**src/rtl/apb_pkg.sv**
```systemverilog
// apb_pkg: shared types and defaults for the APB4 requester.
package apb_pkg;
    localparam int APB_ADDR_WIDTH      = 32;
    localparam int APB_DATA_WIDTH      = 32;
    localparam int APB_STRB_WIDTH      = APB_DATA_WIDTH / 8;
    localparam int APB_TIMEOUT_DEFAULT = 16;
    typedef logic [APB_ADDR_WIDTH-1:0] addr_t;
    typedef logic [APB_DATA_WIDTH-1:0] data_t;
    typedef logic [APB_STRB_WIDTH-1:0] strb_t;
    typedef enum logic [1:0] {
        APB_IDLE   = 2'd0,
        APB_SETUP  = 2'd1,
        APB_ACCESS = 2'd2
    } apb_fsm_enum;
    typedef struct packed {
        addr_t addr;
        logic  write;
        data_t wdata;
        strb_t strb;
    } apb_cmd_t;
endpackage

```
**src/rtl/apb_master_timeout_cnt.sv**
```systemverilog
// apb_timeout_cnt: saturating PREADY-wait counter; o_expire flags the increment that reaches TIMEOUT.
module apb_timeout_cnt #(
    parameter int TIMEOUT = 16
) (
    input  logic i_clk,
    input  logic i_rst,
    input  logic i_clr,
    input  logic i_inc,
    output logic o_expire
);
    localparam int CW = $clog2(TIMEOUT + 1);
    logic [CW-1:0] r_count;
    always_ff @(posedge i_clk or posedge i_rst) begin
        if (i_rst)
            r_count <= '0;
        else if (i_clr)
            r_count <= '0;
        else if (i_inc && r_count != CW'(TIMEOUT))
            r_count <= r_count + CW'(1);
    end
    assign o_expire = i_inc && (r_count == CW'(TIMEOUT - 1));
endmodule

```
**src/rtl/apb_master.sv**
```systemverilog
// apb_master: APB4 requester with valid/ready command port, one-cycle response pulse
// and a PREADY watchdog.
import apb_pkg::*;
module apb_master #(
    parameter int ADDR_WIDTH = APB_ADDR_WIDTH,
    parameter int DATA_WIDTH = APB_DATA_WIDTH,
    parameter int STRB_WIDTH = DATA_WIDTH / 8,
    parameter int TIMEOUT    = APB_TIMEOUT_DEFAULT
) (
    input  logic                  PCLK,
    input  logic                  PRESET,
    input  logic                  cmd_valid,
    output logic                  cmd_ready,
    input  logic [ADDR_WIDTH-1:0] cmd_addr,
    input  logic                  cmd_write,
    input  logic [DATA_WIDTH-1:0] cmd_wdata,
    input  logic [STRB_WIDTH-1:0] cmd_strb,
    output logic                  rsp_valid,
    output logic [DATA_WIDTH-1:0] rsp_rdata,
    output logic                  rsp_slverr,
    output logic                  rsp_timeout,
    output logic                  PSEL,
    output logic                  PENABLE,
    output logic [ADDR_WIDTH-1:0] PADDR,
    output logic                  PWRITE,
    output logic [DATA_WIDTH-1:0] PWDATA,
    output logic [STRB_WIDTH-1:0] PSTRB,
    input  logic [DATA_WIDTH-1:0] PRDATA,
    input  logic                  PREADY,
    input  logic                  PSLVERR
);
    apb_fsm_enum r_state, w_next;
    apb_cmd_t    r_cmd;
    logic        r_rsp_valid, r_rsp_slverr, r_rsp_timeout;
    data_t       r_rsp_rdata;
    logic        w_done, w_accept, w_expire;

    generate
        if (TIMEOUT > 0) begin : g_wdog
            apb_timeout_cnt #(.TIMEOUT(TIMEOUT)) u_cnt (
                .i_clk    (PCLK),
                .i_rst    (PRESET),
                .i_clr    (r_state == APB_SETUP),
                .i_inc    (r_state == APB_ACCESS && !PREADY),
                .o_expire (w_expire)
            );
        end else begin : g_nowdog
            assign w_expire = 1'b0;
        end
    endgenerate

    always_ff @(posedge PCLK or posedge PRESET) begin
        if (PRESET)
            r_state <= APB_IDLE;
        else
            r_state <= w_next;
    end

    // A completing ACCESS cycle doubles as an accept slot so back-to-back transfers skip IDLE.
    always_comb begin
        w_done    = (r_state == APB_ACCESS) && PREADY;
        cmd_ready = !PRESET && ((r_state == APB_IDLE) || w_done);
        w_accept  = cmd_valid && cmd_ready;
        w_next    = w_accept                 ? APB_SETUP  :
                    (r_state == APB_SETUP)   ? APB_ACCESS :
                    (w_done || w_expire)     ? APB_IDLE   : r_state;
    end

    always_ff @(posedge PCLK or posedge PRESET) begin
        if (PRESET) begin
            r_cmd         <= '0;
            r_rsp_valid   <= 1'b0;
            r_rsp_rdata   <= '0;
            r_rsp_slverr  <= 1'b0;
            r_rsp_timeout <= 1'b0;
        end else begin
            if (w_accept) begin
                r_cmd.addr  <= addr_t'(cmd_addr);
                r_cmd.write <= cmd_write;
                r_cmd.strb  <= cmd_write ? strb_t'(cmd_strb) : '0;
                if (cmd_write)
                    r_cmd.wdata <= data_t'(cmd_wdata);
            end
            r_rsp_valid   <= w_done || w_expire;
            r_rsp_rdata   <= (w_done && !r_cmd.write) ? data_t'(PRDATA) : '0;
            r_rsp_slverr  <= w_done ? PSLVERR : w_expire;
            r_rsp_timeout <= w_expire;
        end
    end

    assign PSEL        = (r_state != APB_IDLE);
    assign PENABLE     = (r_state == APB_ACCESS);
    assign PADDR       = r_cmd.addr[ADDR_WIDTH-1:0];
    assign PWRITE      = r_cmd.write;
    assign PWDATA      = r_cmd.wdata[DATA_WIDTH-1:0];
    assign PSTRB       = r_cmd.strb[STRB_WIDTH-1:0];
    assign rsp_valid   = r_rsp_valid;
    assign rsp_rdata   = r_rsp_rdata[DATA_WIDTH-1:0];
    assign rsp_slverr  = r_rsp_slverr;
    assign rsp_timeout = r_rsp_timeout;
endmodule

```
**config.mk**
```make
export PLATFORM = sky130hd
export DESIGN_NAME = apb_master
export DESIGN_NICKNAME = d
export VERILOG_FILES = /design/src/rtl/apb_pkg.sv /design/src/rtl/apb_master_timeout_cnt.sv /design/src/rtl/apb_master.sv
export SDC_FILE = /design/constraint.sdc
export NUM_CORES = 1
export LEC_CHECK = 0
export CORE_MARGIN = 4
export CORE_UTILIZATION = 41
export CTS_BUF_LIST = sky130_fd_sc_hd__clkbuf_4 sky130_fd_sc_hd__clkbuf_8
export CTS_CLUSTER_DIAMETER = 80
export DETAILED_ROUTE_END_ITERATION = 6
export GPL_TIMING_DRIVEN = 0
export PLACE_DENSITY = 0.84
export SLEW_MARGIN = 10
export SYNTH_ARGS = -nofsm -noshare
export SYNTH_HDL_FRONTEND = slang
export SYNTH_SLANG_ARGS = --single-unit
export TNS_END_PERCENT = 30
```
**constraint.sdc**
```tcl
create_clock -name PCLK -period 3.93 [get_ports PCLK]
set_input_delay 0.5895 -clock PCLK [delete_from_list [all_inputs] [get_ports PCLK]]
set_output_delay 0.5895 -clock PCLK [all_outputs]
set_load 0.02 [all_outputs]
```
* Yosys cells after proc, flatten, opt, wreduce, memory -nomap -nowiden
Index checks and enable logic that the tools add are counted.
** Word-level totals
- Bits of input ports :: 106
- Output and inout port bits :: 107
- Bits in registers :: 111
- Word-level logic and storage cells :: 40
** Operators by class
- Muxes and demuxes :: 8
- Equal/unequal tests :: 4
- Reductions and logical operators :: 17
- Add/sub/neg operators :: 1
** Operator list (number)
- 2-to-1 mux 32 bit :: 1
- 2-to-1 mux 5 bit :: 2
- logical AND 1 bit :: 7
- 2-to-1 mux 2 bit :: 3
- adder 5 x 1 -> 5 bit, second input constant :: 1
- == test 5 x 4 -> 1 bit, second input constant :: 1
- inequality test 5 bit, second input constant :: 1
- 2-to-1 mux 4 bit :: 1
- nonzero test 2 bit :: 2
- logical NOT 1 bit :: 3
- nonzero test 3 bit :: 1
- == test 2 x 1 -> 1 bit, second input constant :: 1
- == test 2 bit, second input constant :: 1
- logical NOT 2 bit :: 1
- logical OR 1 bit :: 2
- AND reduction 2 bit :: 1
- 2-to-1 mux 1 bit :: 1

* Logic depth before layout (Yosys ltp)
Gate-level depths: netlist of the first run.
- Word-level depth :: 7
- Mapped depth :: 5
- Depth with buffers taken out :: 5

* Modules after synthesis
From an unflattened synthesis of the first run, not the netlist that was laid out.
** Unflattened totals
- Cells, all modules :: 275
- Area, all modules :: 4201.5 um^2
** Modules (own cells, without submodules)
- apb_master :: sequential area each 2652.5 um^2, cells each 244, area each 3897.5 um^2, times used 1
- apb_timeout_cnt :: sequential area each 125.1 um^2, cells each 31, area each 304.0 um^2, times used 1

* Worst setup path after synthesis of the first run
No wires, ideal clock.
- Kind :: input-to-reg
- Start point :: in PREADY
- End point :: reg r_cmd (netlist bit PADDR[0])
- Required time :: 3.805 ns
- Setup time :: 0.125 ns
- Arrival time :: 1.563 ns
- Cell stages on the path :: 5
- Buffers on the path :: 2
- Slack :: 2.243 ns
- Path through :: nand2b_1 nand3_1 buf_2 buf_4 mux2_2
** On the way
- Word-level cells in the longest chain between the ends :: 4
** Ends and longest elaborated chain
- from (decl) :: line apb_master.sv:29 : input logic PREADY,
- logical AND 1 bit :: line apb_master.sv:61 : w_done = (r_state == APB_ACCESS) && PREADY;
- logical OR 1 bit :: line apb_master.sv:62 : cmd_ready = !PRESET && ((r_state == APB_IDLE) || w_done);
- logical AND 1 bit :: line apb_master.sv:62
- logical AND 1 bit :: line apb_master.sv:63 : w_accept = cmd_valid && cmd_ready;
- to (decl) :: line apb_master.sv:33 : apb_cmd_t r_cmd;
Every way passes these cells.
A chain may end at the register's enable or synchronous reset.

* Worst setup path in the final report of the first run
- Start point :: in PRESET
- End point :: out cmd_ready
** On the way
- Word-level cells in the longest chain between the ends :: 2
** Ends and longest elaborated chain
- from (decl) :: line apb_master.sv:11 : input logic PRESET,
- logical NOT 1 bit (no line)
- logical AND 1 bit :: line apb_master.sv:62
- to (decl) :: line apb_master.sv:13 : output logic cmd_ready,
Every way passes these cells.

==> out/metrics.csv, run 1 <==
metric,value,unit
cts-root-buf,clkbuf_8,
hold_viol_final,0,
status,"complete, no violations",
place_hpwl,8590,um
cts_htree_levels,3,
syn_inst,285,
r2r_slack,2.21,ns
netlist_top_cells_area,"dfrtp_1 (66%), mux2_2 (9.4%), mux2_1 (7.8%), and2_1 (4.8%), inv_1 (0.98%)",
synth_area,4200,um2
finalPower,0.00415,W
yosysSeqAreaShare,0.662,
area_delta_synth_final,60.0,%
arrival,1.98,ns
crit_path_start_kind,input pin,
yosys.area.top_type_share,0.662,
dieWidth,109,um
cts.repair.resized,0,
tightest_slew,0.424,ns
diodes,0,
crit_fanout,3,
io_pins,213,
peakVddDrop,0.300,mV
fin_crit_sh,0.654,
fin_nets,618,
fin_ws,1.36,ns
grt_use_total,0.184,
grt_antenna_before_repair,0,
dp.cells,631,
synth.distinct_cells,36,
cp-endpoint,cmd_ready,
rows,36,
timing.fmax,389,MHz
r2r-start,r_state[0],
maxCapViolCount,0,
layout_commonest_cell,clkdlybuf4s50_1,
yosys_warnings,0,
hold_buffers,0,
wl,10900,um
dp_slack,1.34,ns
drt_drc_violations_left,0,
hold_class,flop to flop,
drv_slew,0,
cts-buffers-inserted,9,
drtIter0Drc,86,
fp.dieH,109,um
cts_setup_buffers,0,
firstDrtPassIters,4,
synth_edf_count,0,
rsz0062_at_grt,no,
num_vias,3026,
finClkSkew,0.00559,ns
powerDensity,618,nW/um2
clk_path_buf_depth,2,
nFillCells,714,
slew_headroom,0.714,
clk_latency,0.36,ns
drt-vias-per-instance,4.68,
overflow,0,
antenna_left,0,
syn_avg_cell_area,14.7,um2
wl_per_cell,16.8,um
final_cells,647,
period_minus_slack,2.57,ns
leakage,2.91,nW
fin_hold_ws,0.490,ns
placement.io_buffers,212,
drive_above_1_share,0.121,
place_congestion,0.781,
crit_required,3.34,ns
synth_seq_cells,111,
yosysTopAreaCell,dfrtp_1,
async_reset_ff_frac,1.00,
worstSetupPathType,input pin to output port,
critical_path.startpoint,PRESET,
setup_viol,0,
utilization,0.681,
grt_max_degree,78,
path_clk_slew,0.09,ns
ff2ff_path_depth,4,
syn-num-nets,394,
cp-end-kind,output port,
clkSinkCount,111,
final_cell_mix,"clkdlybuf4s50_1 (212), dfrtp_1 (111), mux2_2 (35)",
grt_pass1_wl,16600,um
core_area,9860,um2
r2r_end,rsp_rdata[13],
die_area,11900,um2
cts_tree,built,
grt_pass1_vias,3279,
synth_flop_cell,dfrtp_1,
start_util,0.426,
-- power by group --
part           internal [W]  switching [W]
sequential          0.00150       0.000190
clock              0.000324       0.000358
combinational      0.000937       0.000848
total               0.00276        0.00140
-- cell usage after synthesis (2+ instances only) --
library cell,number
and2_1,32
and3_1,2
buf_2,3
buf_4,2
buf_6,3
clkbuf_1,6
dfrtp_1,111
ha_1,3
inv_1,11
mux2_1,29
mux2_2,35
mux2i_1,4
nand2_1,8
nand2b_1,3
nand3_1,2
nand4b_1,2
nor2_1,5
nor2b_1,2
o211ai_1,3
o311ai_0,3
-- cell type report --
type                            instances  area, um2  area share
Tap cell                              133        166      0.0248
Buffer                                 14       86.3      0.0129
Clock buffer                           12        153      0.0227
Timing Repair Buffer                  213       2150       0.320
Multi-Input combinational cell        149       1290       0.192
Clock inverter                          4       45.0     0.00671
Sequential cell                       111       2780       0.414
Inverter                               11       46.3     0.00689
-- cell families after synthesis --
logic type	Yosys count	synth area share
mux	68	0.181
simple gates	64	0.0927
flops	111	0.662
compound gates	14	0.0250
buf+inv	25	0.0304
fa+ha+maj	3	0.00894
-- per-stage QoR --
step           cell area [um2]  TNS, ns
3_3_place_gp              6490  -128.58
5_1_grt                   6720        0
3_5_place_dp              6520        0
2_1_floorplan             4200        0
4_1_cts                   6720        0
6_report                  6720        0
-- state kept, by name (all words and copies together) (netlist names) --
register and cells:
rsp_valid 1, rsp_timeout 1, r_state 2, PSTRB 4, rsp_rdata 32, PADDR 32, PWRITE 1, rsp_slverr 1
PWDATA 32, g_wdog.u_cnt.r_count 5
-- metal layers --
metal	track usage	wire [um]	share of wire
met5	0	0	0
met2	0.333	5590	0.52
met3	0.0835	1300	0.12
met1	0.193	3850	0.36
met4	0.0481	102	0.0094
-- critical path, stage by stage --
cell             delay (ns)
clkdlybuf4s50_1        0.52
nor3_1                 0.24
clkdlybuf4s50_1        0.64
-- how the worst min path moves through the flow --
stage | from | endpoint | slack (ns) | cells after the start
finish | PWDATA[14] | PWDATA[14] | 0.49 | 1
global route | PWDATA[4] | PWDATA[4] | 0.52 | 1
CTS | PWDATA[14] | PWDATA[14] | 0.50 | 1
detailed placement | PWDATA[14] | PWDATA[14] | 0.48 | 1
global placement | PWDATA[13] | PWDATA[13] | 0.47 | 1
floorplan | g_wdog.u_cnt.r_count[3] | g_wdog.u_cnt.r_count[3] | 0.51 | 1
(Power assumes the default switching activity.)
==> run 2, diff against run 1 <==
--- a/config.mk
+++ b/config.mk
@@ -6,12 +6,12 @@
 export NUM_CORES = 1
 export LEC_CHECK = 0
 export CORE_MARGIN = 4
-export CORE_UTILIZATION = 41
+export CORE_UTILIZATION = 37
 export CTS_BUF_LIST = sky130_fd_sc_hd__clkbuf_4 sky130_fd_sc_hd__clkbuf_8
 export CTS_CLUSTER_DIAMETER = 80
 export DETAILED_ROUTE_END_ITERATION = 6
 export GPL_TIMING_DRIVEN = 0
-export PLACE_DENSITY = 0.84
+export PLACE_DENSITY = 0.8
 export SLEW_MARGIN = 10
 export SYNTH_ARGS = -nofsm -noshare
 export SYNTH_HDL_FRONTEND = slang
==> constraint.sdc (replaced) <==
create_clock -name PCLK -period 2.3 [get_ports PCLK]
set_input_delay 0.345 -clock PCLK [delete_from_list [all_inputs] [get_ports PCLK]]
set_output_delay 0.345 -clock PCLK [all_outputs]
set_load 0.02 [all_outputs]
==> out/metrics.csv, run 2 (synthesis gave the netlist of run 1 again) <==
metric,value,unit
layout_commonest_cell,clkdlybuf4s50_1,
place_hpwl,8650,um
slew_headroom,0.698,
antenna_left,0,
drt_drc_violations_left,0,
wl,10900,um
fin_hold_ws,0.408,ns
cts-root-buf,clkbuf_8,
grt_max_degree,35,
placement.io_buffers,212,
cts_tree,built,
crit_slowest_cell,dfrtp_1,
diodes,0,
rsz0062_at_grt,no,
cts_htree_levels,3,
grt_antenna_before_repair,0,
num_vias,3012,
maxCapViolCount,0,
fin_nets,620,
arrival,1.52,ns
drv_slew,0,
leakage,2.95,nW
area_delta_synth_final,60.6,%
finClkSkew,0.00487,ns
period_minus_slack,1.86,ns
timing.fmax,536,MHz
crit_path_start_kind,flop,
tightest_slew,0.447,ns
drive_above_1_share,0.125,
fp.dieH,115,um
fin_crit_sh,0.811,
max_stage_delay,0.46,ns
worstSetupPathType,flop to output port,
drtIter0Drc,84,
cp-end-kind,output port,
io_pins,213,
dieWidth,115,um
final_cell_mix,"clkdlybuf4s50_1 (209), dfrtp_1 (111), mux2_2 (35)",
rows,38,
setup_viol,0,
overflow,0,
clk_latency,0.35,ns
clk_path_buf_depth,2,
hold_viol_final,0,
clkSinkCount,111,
die_area,13100,um2
crit_fanout,7,
crit_buf_inv,2,
peakVddDrop,0.616,mV
crit_required,1.96,ns
drt-vias-per-instance,4.61,
cts-buffers-inserted,9,
crit_chain,nand2b_1 -> inv_1 -> dlymetal6s2s_1,
path_delay_family,flip-flops,
fin_ws,0.435,ns
wl_per_cell,16.6,um
grt_pass1_wl,17000,um
grt_use_total,0.167,
core_area,11000,um2
path_clk_slew,0.09,ns
firstDrtPassIters,4,
powerDensity,1030,nW/um2
grt_pass1_vias,3314,
status,"complete, no violations",
utilization,0.614,
start_util,0.382,
place_congestion,0.790,
hold_class,input pin to async pin,
dp_slack,0.0485,ns
nFillCells,888,
## run 2: cell count changes in the layout (fill, tap and decap cells not counted), sizes merged
cell	delta
clkinvlp	+1
buf	+2
clkdlybuf4s50	-3
bufinv	-1
inv	-1
dlymetal6s2s	+3
clkbuf	+1
clkinv	-2
## run 2: worst register-to-register path, stage by stage (launching register included)
cell and delay (ns):
dfrtp_1 0.46, nand2b_1 0.31, nor3b_2 0.43, clkbuf_1 0.32
and2_1 0.21
## run 2: repair_timing
item                                    4_1_cts  5_1_grt
setup buffers                                 0        0
cloned                                        0        0
gates resized for setup                       1        5
pin swaps                                     0        0
hold buffers                                  0        0
endpoints found under the setup margin        2        3
## run 2: area by class of cell
class,instances,area [um2],share of cell area
sequential,111,2780,0.412
buffer,14,88.8,0.0132
multi-input combinational,149,1290,0.192
clock inverter,1,5.00,0.000743
inverter,11,45.0,0.00668
tap,140,175,0.0260
timing repair buffer,215,2190,0.325
clock buffer,13,166,0.0247
## run 2: worst paths after layout
| check | start | end | slack, ns | depth (start not counted) |
|---|---|---|---|---|
| worst max-delay path | r_state[0] | PENABLE | 0.44 | 3 |
| worst min-delay path | PRESET | rsp_timeout | 0.41 | 2 |
| worst max register to register | r_state[0] | rsp_rdata[15] | 0.51 | 4 |
| worst min register to register | PWDATA[16] | PWDATA[16] | 0.49 | 1 |
| max in group asynchronous | PRESET | PADDR[4] | 0.93 | 5 |
| min in group PCLK | PWDATA[16] | PWDATA[16] | 0.49 | 1 |
## run 2: where the power goes
part,leakage [nW],switching [W],internal (W)
registers,1.39,0.000309,0.00255
logic,1.47,0.00144,0.00161
clock network,0.0922,0.000595,0.000466
## run 2: through the flow
stage,setup TNS [ns],std cells,instance area [um2],total power (W)
after floorplan,0,285,4200,0.00433
after global placement,-49.23,637,6500,0.00590
after detailed placement,0,640,6560,0.00601
after CTS,0,654,6730,0.00709
after global routing,0,654,6740,0.00737
final,0,654,6740,0.00698
## run 2: per-layer routing
layer  GRT usage  routed length (um)  up-vias  share of wire
met1       0.185                4000     1418           0.37
met2       0.280                5180      160           0.48
li1            -                   -     1419              -
met3      0.0751                1460       15           0.13
met4      0.0649                 227        0          0.021
met5           0                   0        -              0
==> run 3, diff against run 2 <==
--- a/config.mk
+++ b/config.mk
@@ -6,12 +6,12 @@
 export NUM_CORES = 1
 export LEC_CHECK = 0
 export CORE_MARGIN = 4
-export CORE_UTILIZATION = 37
+export CORE_UTILIZATION = 41
 export CTS_BUF_LIST = sky130_fd_sc_hd__clkbuf_4 sky130_fd_sc_hd__clkbuf_8
 export CTS_CLUSTER_DIAMETER = 80
 export DETAILED_ROUTE_END_ITERATION = 6
 export GPL_TIMING_DRIVEN = 0
-export PLACE_DENSITY = 0.8
+export PLACE_DENSITY = 0.84
 export SLEW_MARGIN = 10
 export SYNTH_ARGS = -nofsm -noshare
 export SYNTH_HDL_FRONTEND = slang
==> constraint.sdc (replaced) <==
create_clock -name PCLK -period 1.85 [get_ports PCLK]
set_input_delay 0.2775 -clock PCLK [delete_from_list [all_inputs] [get_ports PCLK]]
set_output_delay 0.2775 -clock PCLK [all_outputs]
set_load 0.02 [all_outputs]
==> out/metrics.csv, run 3 (synthesis gave the netlist of run 1 again) <==
metric,value,unit
status,"complete, no violations",
multi_input_area,1300,um2
timing.fmax,559,MHz
cts-buffers-inserted,9,
drtIter0Drc,69,
arrival,1.51,ns
wl_per_cell,16.5,um
slew_headroom,0.691,
maxCapViolCount,0,
cts_tree,built,
max_stage_delay,0.44,ns
layout_commonest_cell,clkdlybuf4s50_1,
crit_slowest_cell,dfrtp_1,
drt_drc_violations_left,0,
worstSetupPathType,flop to output port,
drv_slew,0,
fp.dieH,109,um
rows,36,
finClkSkew,0.00923,ns
period_minus_slack,1.79,ns
drive_above_1_share,0.134,
num_vias,3055,
grt_pass1_wl,16300,um
fin_hold_ws,0.288,ns
diodes,0,
place_hpwl,8600,um
wl,10700,um
place_congestion,0.801,
path_clk_slew,0.09,ns
tightest_slew,0.457,ns
clk_path_buf_depth,2,
final_cell_mix,"clkdlybuf4s50_1 (209), dfrtp_1 (111), mux2_2 (35)",
seq_area,2780,um2
start_util,0.426,
clkSinkCount,111,
dieWidth,109,um
hold_buffers,0,
clk_latency,0.35,ns
nFillCells,712,
finalPower,0.00881,W
antenna_left,0,
powerDensity,1300,nW/um2
crit_fanout,10,
leakage,2.93,nW
hold_viol_final,0,
cp-end-kind,output port,
overflow,0,
rsz0062_at_grt,yes,
die_area,11900,um2
firstDrtPassIters,4,
peakVddDrop,0.620,mV
fin_nets,620,
fin_crit_sh,0.967,
utilization,0.685,
drt-vias-per-instance,4.71,
grt_antenna_before_repair,0,
cts_htree_levels,3,
crit_path_start_kind,flop,
grt_use_total,0.180,
placement.io_buffers,212,
io_pins,213,
grt_pass1_vias,3230,
crit_required,1.57,ns
hold_class,input pin to async pin,
cts-root-buf,clkbuf_8,
core_area,9860,um2
crit_chain,buf_2 -> nor2_2 -> inv_1 -> dlygate4sd2_1,
grt_max_degree,39,
setup_viol,0,
area_delta_synth_final,61.0,%
run 3: what timing repair did:
action / 4_1_cts / 5_1_grt
setup buffers: 0 / 0
endpoints found under the setup margin: 3 / 3
gates resized for setup: 7 / 6
run 3: final timing paths:
check	cells after the start	to	startpoint	slack (ns)
max in group asynchronous	3	rsp_rdata[15]	PRESET	1.11
hold / removal	2	PWRITE	PRESET	0.29
hold reg to reg	1	PWDATA[4]	PWDATA[4]	0.49
setup reg to reg	4	rsp_rdata[13]	r_state[0]	0.16
min in group PCLK	2	rsp_rdata[7]	PRDATA[7]	0.47
setup / recovery	4	PSEL	r_state[1]	0.06
run 3: metrics by stage:
stage | instance area (um2) | std cells | TNS, ns | setup WS (ns)
6_report | 6760 | 649 | 0 | 0.0616
3_5_place_dp | 6550 | 633 | -10.29 | -0.310
3_3_place_gp | 6490 | 630 | -100.64 | -0.847
2_1_floorplan | 4200 | 285 | 0 | 0.229
4_1_cts | 6760 | 649 | 0 | 0.00130
5_1_grt | 6760 | 649 | -0.0415 | -0.0415
run 3: worst max-delay path: cells and delay by family, from the launching register on:
family / cells / cell delay, ns
simple gates: 1 / 0.14
buf+inv: 3 / 0.59
flops: 1 / 0.44
run 3: final cells by class:
class	count	area share
Inverter	11	0.00667
Timing Repair Buffer	215	0.322
Clock buffer	13	0.0237
Clock inverter	3	0.00630
Buffer	14	0.0139
Multi-Input combinational cell	149	0.192
Tap cell	133	0.0246
Sequential cell	111	0.411
run 3: routing by layer:
metal | GRT usage | vias to the layer above | part of all wire
met1 | 0.202 | 1460 | 0.36
met3 | 0.0716 | 14 | 0.12
met4 | 0.0623 | 0 | 0.019
li1 | - | 1416 | -
met2 | 0.310 | 165 | 0.50
met5 | 0 | - | 0
run 3: report_power, final:
group          total, W  leakage, nW  internal [W]  switching [W]
registers       0.00357         1.39       0.00318       0.000397
logic           0.00379         1.44       0.00199        0.00179
clock network   0.00145        0.104      0.000708       0.000742
